<file path="config.mk">
export PLATFORM = sky130hd
export DESIGN_NAME = hier_tree_node
export DESIGN_NICKNAME = d
export VERILOG_FILES = /design/src/rtl/hier_tree_pkg.sv /design/src/rtl/hier_rr_arbiter.sv /design/src/rtl/hier_tree_node.sv
export SDC_FILE = /design/constraint.sdc
export NUM_CORES = 1
export LEC_CHECK = 0
export ABC_AREA = 1
export ABC_CLOCK_PERIOD_IN_PS = 7400
export CAP_MARGIN = 10
export CORE_AREA = 2 2 184 186
export DETAILED_ROUTE_END_ITERATION = 12
export DIE_AREA = 0 0 186 188
export SLEW_MARGIN = 20
export SYNTH_ARGS = -nofsm -noshare
export SYNTH_HDL_FRONTEND = slang
export SYNTH_SLANG_ARGS = --single-unit
</file>
<file path="constraint.sdc">
create_clock -name clk -period 7.4 [get_ports clk]
set_clock_uncertainty 0.15 [all_clocks]
set_input_delay 2.22 -clock clk [delete_from_list [all_inputs] [get_ports clk]]
set_output_delay 2.22 -clock clk [all_outputs]
set_load 0.1 [all_outputs]
</file>
<file path="src/rtl/hier_tree_pkg.sv">
// Shared types and helpers for the hierarchy tree node and its arbiter.
package hier_tree_pkg;

    typedef enum logic [1:0] {
        IDLE,
        UCAST,
        BCAST
    } req_state_e;

    // Index width that never collapses to zero bits for tiny counts.
    function automatic int clog2_min1(input int n);
        return (n <= 2) ? 1 : $clog2(n);
    endfunction

endpackage

</file>
<file path="src/rtl/hier_rr_arbiter.sv">
// Round-robin arbiter: searches req from the rotating pointer, grants one-hot when advance is high.
module hier_rr_arbiter
    import hier_tree_pkg::*;
#(
    parameter int N     = 10,
    parameter int IDX_W = clog2_min1(N)
) (
    input  logic             clk,
    input  logic             rst_n,
    input  logic [N-1:0]     req,
    input  logic             advance,
    output logic [N-1:0]     grant,
    output logic [IDX_W-1:0] grant_idx,
    output logic             grant_valid
);

    logic [IDX_W-1:0] ptr;
    logic             found;
    int               j;

    always_comb begin
        found     = 1'b0;
        grant_idx = '0;
        j         = 0;
        for (int i = 0; i < N; i++) begin
            j = int'(ptr) + i;
            if (j >= N) begin
                j = j - N;
            end
            if (!found && req[j]) begin
                found     = 1'b1;
                grant_idx = IDX_W'(j);
            end
        end
    end

    always_comb begin
        grant       = '0;
        grant_valid = advance && found;
        if (grant_valid) begin
            grant[grant_idx] = 1'b1;
        end
    end

    // The pointer moves past the winner so it has lowest priority next time.
    always_ff @(posedge clk or negedge rst_n) begin
        if (!rst_n) begin
            ptr <= '0;
        end else if (grant_valid) begin
            if (grant_idx == IDX_W'(N - 1)) begin
                ptr <= '0;
            end else begin
                ptr <= grant_idx + 1'b1;
            end
        end
    end

endmodule

</file>
<file path="src/rtl/hier_tree_node.sv">
// Hierarchy node: fans parent requests out to children (unicast/broadcast), merges child
// responses back through a round-robin arbiter and tracks how many responses are still owed.
module hier_tree_node
    import hier_tree_pkg::*;
#(
    parameter int NUM_CHILDREN    = 10,
    parameter int DATA_W          = 32,
    parameter int MAX_OUTSTANDING = 16,
    parameter int IDX_W           = clog2_min1(NUM_CHILDREN),
    parameter int CNT_W           = clog2_min1(MAX_OUTSTANDING + 1)
) (
    input  logic                           clk,
    input  logic                           rst_n,
    input  logic                           up_req_valid,
    output logic                           up_req_ready,
    input  logic                           up_req_bcast,
    input  logic [IDX_W-1:0]               up_req_dest,
    input  logic [DATA_W-1:0]              up_req_data,
    output logic [NUM_CHILDREN-1:0]        dn_req_valid,
    input  logic [NUM_CHILDREN-1:0]        dn_req_ready,
    output logic [DATA_W-1:0]              dn_req_data,
    input  logic [NUM_CHILDREN-1:0]        dn_rsp_valid,
    output logic [NUM_CHILDREN-1:0]        dn_rsp_ready,
    input  logic [NUM_CHILDREN*DATA_W-1:0] dn_rsp_data,
    output logic                           up_rsp_valid,
    input  logic                           up_rsp_ready,
    output logic [DATA_W-1:0]              up_rsp_data,
    output logic [IDX_W-1:0]               up_rsp_src,
    output logic [CNT_W-1:0]               outstanding,
    output logic                           err_bad_dest,
    output logic                           err_unexp
);

    localparam int SUM_W = CNT_W + 7;

    req_state_e              state, state_nxt;
    logic [NUM_CHILDREN-1:0] done_mask, done_nxt;
    logic [IDX_W-1:0]        dest_q;
    logic [CNT_W-1:0]        inc_amt;
    logic                    accept;
    logic                    bad_dest_nxt;
    logic                    dest_ok;
    logic [SUM_W-1:0]        need;
    logic                    fits;

    logic [NUM_CHILDREN-1:0] grant;
    logic [IDX_W-1:0]        grant_idx;
    logic                    grant_valid;
    logic                    can_load;
    logic [DATA_W-1:0]       sel_data;
    logic                    dec;

    assign dest_ok = (32'(up_req_dest) < 32'(NUM_CHILDREN));
    assign need    = up_req_bcast ? SUM_W'(NUM_CHILDREN) : SUM_W'(1);
    assign fits    = (SUM_W'(outstanding) + need) <= SUM_W'(MAX_OUTSTANDING);

    // Request FSM: the counter is credited only once every addressed child has taken the request.
    always_comb begin
        state_nxt    = state;
        done_nxt     = done_mask;
        dn_req_valid = '0;
        up_req_ready = 1'b0;
        inc_amt      = '0;
        accept       = 1'b0;
        bad_dest_nxt = 1'b0;
        case (state)
            IDLE: begin
                up_req_ready = fits;
                if (up_req_valid && fits) begin
                    accept = 1'b1;
                    if (up_req_bcast) begin
                        state_nxt = BCAST;
                        done_nxt  = '0;
                    end else if (dest_ok) begin
                        state_nxt = UCAST;
                    end else begin
                        bad_dest_nxt = 1'b1;
                    end
                end
            end
            UCAST: begin
                dn_req_valid[dest_q] = 1'b1;
                if (dn_req_ready[dest_q]) begin
                    inc_amt   = CNT_W'(1);
                    state_nxt = IDLE;
                end
            end
            BCAST: begin
                dn_req_valid = ~done_mask;
                done_nxt     = done_mask | dn_req_ready;
                if (&done_nxt) begin
                    inc_amt   = CNT_W'(NUM_CHILDREN);
                    state_nxt = IDLE;
                end
            end
            default: state_nxt = IDLE;
        endcase
    end

    always_ff @(posedge clk or negedge rst_n) begin
        if (!rst_n) begin
            state        <= IDLE;
            done_mask    <= '0;
            dest_q       <= '0;
            dn_req_data  <= '0;
            err_bad_dest <= 1'b0;
        end else begin
            state        <= state_nxt;
            done_mask    <= done_nxt;
            err_bad_dest <= bad_dest_nxt;
            if (accept) begin
                dest_q      <= up_req_dest;
                dn_req_data <= up_req_data;
            end
        end
    end

    // A new response may be granted whenever the output slot is free or empties this cycle.
    assign can_load = !up_rsp_valid || up_rsp_ready;

    hier_rr_arbiter #(
        .N     (NUM_CHILDREN),
        .IDX_W (IDX_W)
    ) u_arb (
        .clk         (clk),
        .rst_n       (rst_n),
        .req         (dn_rsp_valid),
        .advance     (can_load),
        .grant       (grant),
        .grant_idx   (grant_idx),
        .grant_valid (grant_valid)
    );

    assign dn_rsp_ready = grant;

    always_comb begin
        sel_data = '0;
        for (int i = 0; i < NUM_CHILDREN; i++) begin
            if (grant[i]) begin
                sel_data = dn_rsp_data[i*DATA_W +: DATA_W];
            end
        end
    end

    always_ff @(posedge clk or negedge rst_n) begin
        if (!rst_n) begin
            up_rsp_valid <= 1'b0;
            up_rsp_data  <= '0;
            up_rsp_src   <= '0;
        end else if (grant_valid) begin
            up_rsp_valid <= 1'b1;
            up_rsp_data  <= sel_data;
            up_rsp_src   <= grant_idx;
        end else if (up_rsp_ready) begin
            up_rsp_valid <= 1'b0;
        end
    end

    // An unexpected response is still forwarded but must not drive the counter below zero.
    assign dec = grant_valid && (outstanding != '0);

    always_ff @(posedge clk or negedge rst_n) begin
        if (!rst_n) begin
            outstanding <= '0;
            err_unexp   <= 1'b0;
        end else begin
            outstanding <= outstanding + inc_amt - CNT_W'(dec);
            err_unexp   <= grant_valid && (outstanding == '0);
        end
    end

endmodule

</file>
After elaboration in Yosys (flattened, before gate mapping):

Index checks and enable logic that the tools add are counted.

* add/subtract/negate cells: 23
* magnitude comparators: 26
* eq/ne operators: 8
* multiplexer cells: 101
* bitwise gates (word level): 2
* reduce and logical (&&, ||, !) cells: 34

Operators with widths (number)
* 32-bit 2-to-1 mux: 20
* 32-bit by 6-bit < comparator with 1-bit output, second input constant: 10
* 32-bit by 5-bit >= comparator with 1-bit output, second input constant: 9
* 32-bit by 5-bit subtractor with 32-bit output, second input constant: 9
* 4-bit 2-to-1 mux: 13
* 1-bit binary-select mux with 4-bit select: 11
* 1-bit 2-to-1 mux: 43
* 10-bit one-hot mux with 2 select lines: 2
* 10-bit 2-to-1 mux: 3
* 4-bit by 3-bit adder with 5-bit output, second input constant: 4
* 1-bit logical AND: 15
* 4-bit by 2-bit adder with 5-bit output, second input constant: 2
* 4-bit by 4-bit adder with 5-bit output, second input constant: 2
* 1-bit logical NOT: 10
* 4-bit by 5-bit < comparator with 1-bit output, second input constant: 2
* 2-bit 2-to-1 mux: 5
* 10-bit NOT: 1
* 10-bit bitwise OR: 1
* 10-bit AND reduction: 1
* 1-bit demux with 4-bit select: 2
* 4-bit by 1-bit >= comparator with 1-bit output, second input constant: 2
* 2-bit != test, second input constant: 4
* 4-bit one-hot mux with 2 select lines: 1
* 5-bit by 4-bit adder with 6-bit output: 1
* other kinds (20): 21

* register bits after elaboration: 96
* bits of input ports: 381
* output and inout bits: 97
* logic and storage cells: 205

Longest topological paths before layout:

Gate-level depths: netlist of run 1.

* depth in word-level cells: 48
* mapped depth: 34
* mapped depth without buffers: 32

Hierarchy:

Synthesis of run 1 repeated with hierarchy kept, for this count alone.

* cells, all modules: 1811
* area total of the unflattened synthesis: 10552.6 um2

Modules (own cells, without submodules)
* hier_tree_node: times used 1, cells each 1318, area an instance 7632.3 um2, seq. area each 2302.2 um2
* hier_rr_arbiter: times used 1, cells each 493, area an instance 2920.3 um2, seq. area each 100.1 um2

Worst setup path before layout of run 1:

Ideal clock, no wire load.

* path kind: input-to-output
* start: input dn_rsp_valid[6]
* end: output dn_rsp_ready[0]
* arrival: 6.043 ns
* required time: 5.030 ns
* setup slack: -1.013 ns
* stages: 18
* path buffers: 0
* cell sequence: inv_1 > o21ai_0 > nand3_1 > nand3_1 > nand3_1 > nand2_1 > nor2_4 > nand3_1 > nor2_2 > nand2_1 > nor2_1 > nor2_1 > nand3_1 > nor2_2 > nand3_4 > nor2_4 > inv_2 > nor3_1

* word-level cells in the longest chain between the ends: 36
* elaborated cells on any way between the ends: 75
* those cells by class: order compare (2); mux (53); reduce/logical (20)

Ends and longest elaborated chain
* start: declaration: RTL line hier_tree_node.sv:22 `input logic [NUM_CHILDREN-1:0] dn_rsp_valid,`
* 1-bit binary-select mux with 4-bit select: RTL line hier_rr_arbiter.sv:30 `if (!found && req[j]) begin`
* 1-bit 2-to-1 mux (implied by the code) (2 in a row): RTL line hier_rr_arbiter.sv:30
* 1-bit 2-to-1 mux: RTL line hier_rr_arbiter.sv:30
* 1-bit logical NOT: RTL line hier_rr_arbiter.sv:30
* 1-bit logical AND: RTL line hier_rr_arbiter.sv:30
* 1-bit 2-to-1 mux: RTL line hier_rr_arbiter.sv:30
* 1-bit logical NOT: RTL line hier_rr_arbiter.sv:30
* 1-bit logical AND: RTL line hier_rr_arbiter.sv:30
* (+19 left out)
* 1-bit logical NOT: RTL line hier_rr_arbiter.sv:30
* 1-bit logical AND: RTL line hier_rr_arbiter.sv:30
* 4-bit 2-to-1 mux: RTL line hier_rr_arbiter.sv:30
* 4-bit by 5-bit < comparator with 1-bit output (implied by the code) or 4-bit by 1-bit >= comparator with 1-bit output (tied branches): RTL line hier_rr_arbiter.sv:41 `grant[grant_idx] = 1'b1;`
* 1-bit logical AND (implied by the code): RTL line hier_rr_arbiter.sv:41
* 1-bit 2-to-1 mux (implied by the code): RTL line hier_rr_arbiter.sv:41
* 1-bit demux with 4-bit select
* 10-bit 2-to-1 mux (*): RTL line hier_rr_arbiter.sv:40 `if (grant_valid) begin`
* end: declaration: RTL line hier_tree_node.sv:23 `output logic [NUM_CHILDREN-1:0] dn_rsp_ready,`

Mark *: on every way between the ends. The rest lies on a longest branch, timed or not. The select of a mux whose other input is x is not followed.

Final worst setup path of run 1:

* start: input dn_rsp_valid[3]
* end: output dn_rsp_ready[6]

The elaborated chain is that of the path after synthesis.

==> flow_summary.yaml, run 1 <==
run_status:
  run_status: "finished clean"
cts:
  root_buffer: "clkbuf_16"
  cts_made_buffers: 9
  tritoncts_clock_tree: "built"
  clock_sinks: 96
  ctsLongestPathBuffers: 2
  clk_pin_slew_ps: 80
  cts.htree.levels: 3
  clock_insertion_delay_worst_skew_ps: 360
  cts_hold_repair.buffers: 0
sta:
  slew_headroom_pct: 25.1
  report.final.hold_viol_count: 0
  final.setup.tns_ps: 0
  worstMarginPinSlew_ps: 1120
  report.final.slew_viol_count: 0
  setup_violations: 0
  post-route-min-period_ps: 7190
  min_period_over_period_pct: 97.2
  highest_clock_frequency_the_design_can_meet_ghz: 0.139
critical_path:
  critPathBufInv: 6
  cp_cell_sequence: "dlymetal6s2s_1 -> nand2_1 -> o21ai_1 -> buf_4 -> nand3_2 -> nand3_2 -> nand3_4 -> nand2_4 -> nor2_4 -> nand2_4 -> nor2_4 -> nand2_2 -> nor2_4 -> buf_6 -> buf_4 -> nand3_1 -> nand3_1 -> nor2_1 -> nand3_4 -> nand2_2 -> buf_4 -> nor3_4 -> buf_12"
  crit_family: "simple AND/OR/NAND/NOR gates"
  crit_path_top_delay_cell: "buf_12"
  cp-start-kind: "primary input"
  worst_setup_path_end_kind: "output port"
  critical_path.max_stage_delay_ps: 210
  timing.reg2reg.worst_path_depth: 28
  cp.depth: 23
  cp_data_required_time_ps: 5030
  worstSetupPathType: "in2out"
  critical_path_peak_fanout: 5
  cp_data_arrival_time_ps: 4820
finish:
  multi_input_comb_area_sq_um: 6070
  layout-drive-gt1-share_pct: 12.9
  layout.cells.non_filler: 2449
  signed_area_change_from_the_synthesized_netlist_to_the_final_layout_pct: 68.5
  regArea_sq_um: 2400
  final_net_count: 2410
  layout.filler_cells: 3356
  final_core_util_pct: 47.5
  final_cell_area_sq_um: 15700
worst_hold_path:
  worst_hold_path_type: "reg2reg"
  whs_path_depth: 1
synthesis:
  post_synth_edffs: 0
  top_flip_flop_cell_by_instance_count_after_synthesis: "dfrtp_1"
  ys_seq_elements: 96
  synthCells: 1469
  synth_nets: 1890
  synth.area.top_cells: "dfrtp_1 (26%), nand2_1 (16%), nand3_1 (12%)"
  synth.yosys.warnings: 0
  synth.distinct_cells: 48
  synthDominantCellAreaShare_pct: 25.8
  post_synth_instance_area_sq_um: 9330
  synth.largest_area_cell: "dfrtp_1"
  sequential_cell_area_fraction_in_the_yosys_report_pct: 25.8
  synth.most_common_cell: "nand2_1"
  post_synth_most_frequent_cells: "nand2_1 (388), nand3_1 (219), inv_1 (180)"
  synth.avg_cell_area_sq_um: 6.35
  async_reset_ff_share_pct: 100
route:
  postRouteAntennaNets: 0
  detail_route.drc_violations: 0
  first_iter_violations: 723
  via_per_inst: 4.88
  total_wire_length_mm: 48.3
  total_iterations_of_the_first_detailed_routing_run: 6
  vias: 11960
  route.detailed.wl_per_inst_microns: 19.7
floorplanning:
  placementRows: 67
  top_level_ports: 478
  floorplan.die.width_microns: 186
  core_area_sq_um: 33100
  die-area_sq_um: 35000
  die_h_microns: 188
  floorplan.initialDensity_pct: 28.2
flow_run:
  drv_cap: 0
global_route:
  overflow: 0
  grt_pass1_wl_mm: 70.1
  first_global_vias: 11816
  total_routing_resource_utilization_after_global_routing_pct: 27.1
  grt_max_degree: 58
  number_of_antenna_violations_at_the_first_check_in_global_routing: 12
place:
  postPlaceCellArea_sq_um: 15000
  inst_count_dp: 2413
  placement.io_buffers: 477
  routabilityCongestion: 0.962
  place.detailed.hpwl_mm: 38.5
==> logic make-up (layout without fill, tap and decap cells) <==
logic type / count (synthesis) / count (layout) / synth area share [%]
DFF: 96 / 96 / 25.8
muxes: 34 / 34 / 4.10
buffers and inverters: 259 / 784 / 11.7
xor gates and xnor gates: 18 / 18 / 1.77
and+or+nand+nor: 907 / 907 / 44.1
adders and majority gates: 40 / 40 / 5.61
other: 0 / 7 / 0
AOI/OAI and AO/OA: 115 / 115 / 6.95
==> layout make-up <==
type | count | area share (%)
Antenna cell | 7 | 0.111
Clock buffer | 9 | 1.43
Clock inverter | 7 | 0.549
Inverter | 203 | 4.86
Multi-Input combinational cell | 1114 | 38.6
Sequential cell | 96 | 15.3
Tap cell | 448 | 3.57
Timing Repair Buffer | 565 | 35.6
==> sequential cells by signal, summed over array words and instances (netlist names) <==
signal and cells:
dn_req_data 32, up_rsp_data 32, done_mask 10, outstanding 5, dest_q 4, u_arb.ptr 4
up_rsp_src 4, state 2, err_bad_dest 1, err_unexp 1, up_rsp_valid 1
==> routing by layer <==
metal / global-route usage (%) / vias up / routed length, microns
met1: 32.1 / 5609 / 19100
met5: 0 / - / 61
met3: 5.57 / 84 / 3070
met2: 47.5 / 442 / 24300
li1: - / 5815 / -
met4: 10.3 / 10 / 1720
==> what timing repair did <==
item,in CTS,in global routing
endpoints found under the hold margin,0,0
setup endpoints to repair,10,10
setup buffers,4,9
gates resized for setup,13,56
pin swaps,8,37
==> cell usage in the layout, fill, tap and decap left out, types with 2 or more instances in the layout <==
cell type	netlist	routed
nand4_1	70	70
inv_1	180	174
nor2_4	8	14
nor3_1	4	2
nand4_2	3	2
o21ai_1	15	15
a22oi_1	5	5
xor2_1	12	12
nand3b_1	2	2
a21oi_1	25	25
nor2_1	179	169
clkbuf_16	0	9
nand2_2	8	14
ha_1	37	37
a31oi_1	2	2
inv_6	0	4
xnor2_1	5	5
nand2_1	388	379
fa_1	3	3
nand2_4	3	6
dfrtp_1	96	96
o22ai_1	11	11
nor3_4	1	4
nand3_2	6	10
dlymetal6s2s_1	0	10
o21ai_2	1	6
o21a_1	2	2
o211ai_1	7	7
diode_2	0	7
mux2_2	34	34
nand3_1	219	211
nor2_2	8	12
buf_4	8	86
inv_2	21	27
clkdlybuf4s50_1	0	455
buf_12	0	13
o21ai_0	44	38
nand3_4	1	5
==> metrics by stage <==
stage / setup slack, ps / hold WS (ps)
floorplan: 218 / 328
global placement: -108 / 324
detailed placement: -103 / 335
CTS: -1.36 / 355
global route: -3.03 / 377
finish: 208 / 350
==> worst paths after layout <==
path / start / end / slack (ps)
max in group asynchronous: rst_n / dn_req_data[16] / 4200
max: dn_rsp_valid[3] / dn_rsp_ready[6] / 210
min reg2reg: up_rsp_src[3] / up_rsp_src[3] / 350
max reg2reg: u_arb.ptr[2] / outstanding[4] / 1890
min in group asynchronous: rst_n / dn_req_data[0] / 1760
min: up_rsp_src[3] / up_rsp_src[3] / 350
Power of run 1 is not shown: default switching activity piles up to over one toggle a cycle in this logic, so the estimate is an artifact.
==> run 2, diff against run 1 <==
Settings changed: SETUP_SLACK_MARGIN set to 0.5, TNS_END_PERCENT set to 30.
==> flow_summary.yaml, run 2 (synthesis gave the netlist of run 1 again) <==
cts:
  clock_insertion_delay_worst_skew_ps: 360
  cts_hold_repair.buffers: 0
  root_buffer: "clkbuf_16"
  ctsLongestPathBuffers: 2
  clock_sinks: 96
  cts_made_buffers: 9
  cts.htree.levels: 3
  clk_pin_slew_ps: 80
  tritoncts_clock_tree: "built"
critical_path:
  cp_data_arrival_time_ps: 4650
  cp-start-kind: "primary input"
  r2r-start: "u_arb.ptr[0]"
  critical_path_peak_fanout: 4
  worstSetupPathType: "in2out"
  reg2reg_to: "up_rsp_data[20]"
  timing.reg2reg.worst_path_depth: 31
  regToRegSetupSlack_ps: 1820
  cp_data_required_time_ps: 5030
  worst_setup_path_end_kind: "output port"
route:
  total_iterations_of_the_first_detailed_routing_run: 6
  vias: 11998
  first_iter_violations: 760
  route.detailed.wl_per_inst_microns: 20.6
  postRouteAntennaNets: 0
  detail_route.drc_violations: 0
  total_wire_length_mm: 50.4
  via_per_inst: 4.91
sta:
  min_period_over_period_pct: 94.8
  final.setup.tns_ps: 0
  grt_setup_unrepaired: "true"
  post-route-min-period_ps: 7020
  report.final.hold_viol_count: 0
  final.setup.worst_slack_ps: 383
  highest_clock_frequency_the_design_can_meet_ghz: 0.143
  slew_headroom_pct: 24.7
  worstMarginPinSlew_ps: 1130
  report.final.slew_viol_count: 0
  setup_violations: 0
floorplanning:
  floorplan.die.width_microns: 186
  top_level_ports: 478
  floorplan.initialDensity_pct: 28.2
  placementRows: 67
  core_area_sq_um: 33100
  die_h_microns: 188
  die-area_sq_um: 35000
run_status:
  run_status: "finished clean"
worst_hold_path:
  whs_endpoint: "up_rsp_src[2]"
  whs_path_depth: 2
  worst_hold_path_type: "reg2reg"
  hold_path_startpoint: "up_rsp_src[2]"
finish:
  final_cell_mix: "clkdlybuf4s50_1 (454), nand2_1 (370), nand3_1 (202), inv_1 (166), nor2_1 (161)"
  layout_top_registers: "dn_req_data (32), up_rsp_data (32), done_mask (10)"
  final_net_count: 2406
  layout.cells.most_common: "clkdlybuf4s50_1"
  signed_area_change_from_the_synthesized_netlist_to_the_final_layout_pct: 70.1
  layout.cells.non_filler: 2445
  layout-drive-gt1-share_pct: 15.3
  final_cell_area_sq_um: 15900
place:
  place.detailed.hpwl_mm: 40.5
  inst_count_dp: 2404
  routabilityCongestion: 0.995
  placement.io_buffers: 477
  place_ws_ps: -103
  postPlaceCellArea_sq_um: 15100
global_route:
  number_of_antenna_violations_at_the_first_check_in_global_routing: 12
  first_global_vias: 11783
  total_routing_resource_utilization_after_global_routing_pct: 28.3
  overflow: 0
  grt_pass1_wl_mm: 72.8
  grt_max_degree: 79
flow_run:
  drv_cap: 0
## run 2: cell count changes in the layout (fill, tap and decap cells not counted), sizes merged
cell | previous run | this run
dlymetal6s2s | 10 | 1
buf | 100 | 106
inv | 206 | 204
bufinv | 1 | 2
clkdlybuf4s50 | 455 | 454
clkinv | 3 | 2
clkinvlp | 0 | 1
diode | 7 | 8
## run 2: repair_timing
| action | in CTS | in global routing |
|---|---|---|
| setup buffers | 12 | 6 |
| cloned | 0 | 0 |
| pin swaps | 42 | 34 |
| hold endpoints to repair | 0 | 0 |
| gates resized for setup | 92 | 49 |
| endpoints found under the setup margin | 11 | 11 |
## run 2: cell type report
type	count	area [sq um]
clock inverters	6	91.3
clock buffers	9	225
repair buffers	561	5540
fillers	3294	17200
multi-input cells	1114	6240
well taps	448	561
diodes	8	20.0
flip-flops and latches	96	2400
inverters	203	788
## run 2: metal layers
metal / global-route usage (%) / wire length (microns) / part of all wire, % / vias to the layer above
li1: - / - / - / 5812
met1: 35.2 / 20900 / 42 / 5635
met2: 47.6 / 24500 / 49 / 456
met3: 5.96 / 3110 / 6.2 / 87
met4: 11.1 / 1770 / 3.5 / 8
met5: 0 / 54 / 0.11 / -
## run 2: critical path: stages
cell     delay [ps]
buf_6            90
buf_6           120
inv_12           40
o21ai_4          60
nand2_1         100
nand3_2          70
nand3_2         100
nand2_4          80
nor2_4          130
nand2_4          70
nor2_4          130
nand2_2          90
nor2_4          130
buf_6           120
nand4_1         130
buf_4           190
inv_4            50
nor2_4           30
nand3_2          80
nor2_4           60
buf_6           110
nor3_4          220
buf_12          210
## run 2: how the worst max path moves through the flow
stage / end / startpoint / slack, ps
after global routing: dn_rsp_ready[7] / dn_rsp_valid[4] / 240
final: dn_rsp_ready[6] / dn_rsp_valid[4] / 380
after floorplan: dn_rsp_ready[0] / dn_rsp_valid[4] / 410
after detailed placement: dn_rsp_ready[9] / dn_rsp_valid[2] / -100
after CTS: dn_rsp_ready[6] / dn_rsp_valid[4] / 380
after global placement: dn_rsp_ready[9] / dn_rsp_valid[4] / -90
## run 2: through the flow
stage / utilization [%] / hold slack [ps]
after CTS: 47.2 / 341
final: 47.9 / 341
after global routing: 47.9 / 382
after detailed placement: 45.6 / 321
after global placement: 45.6 / 317
after floorplan: - / 328
Power of run 2 is left out for the same reason.
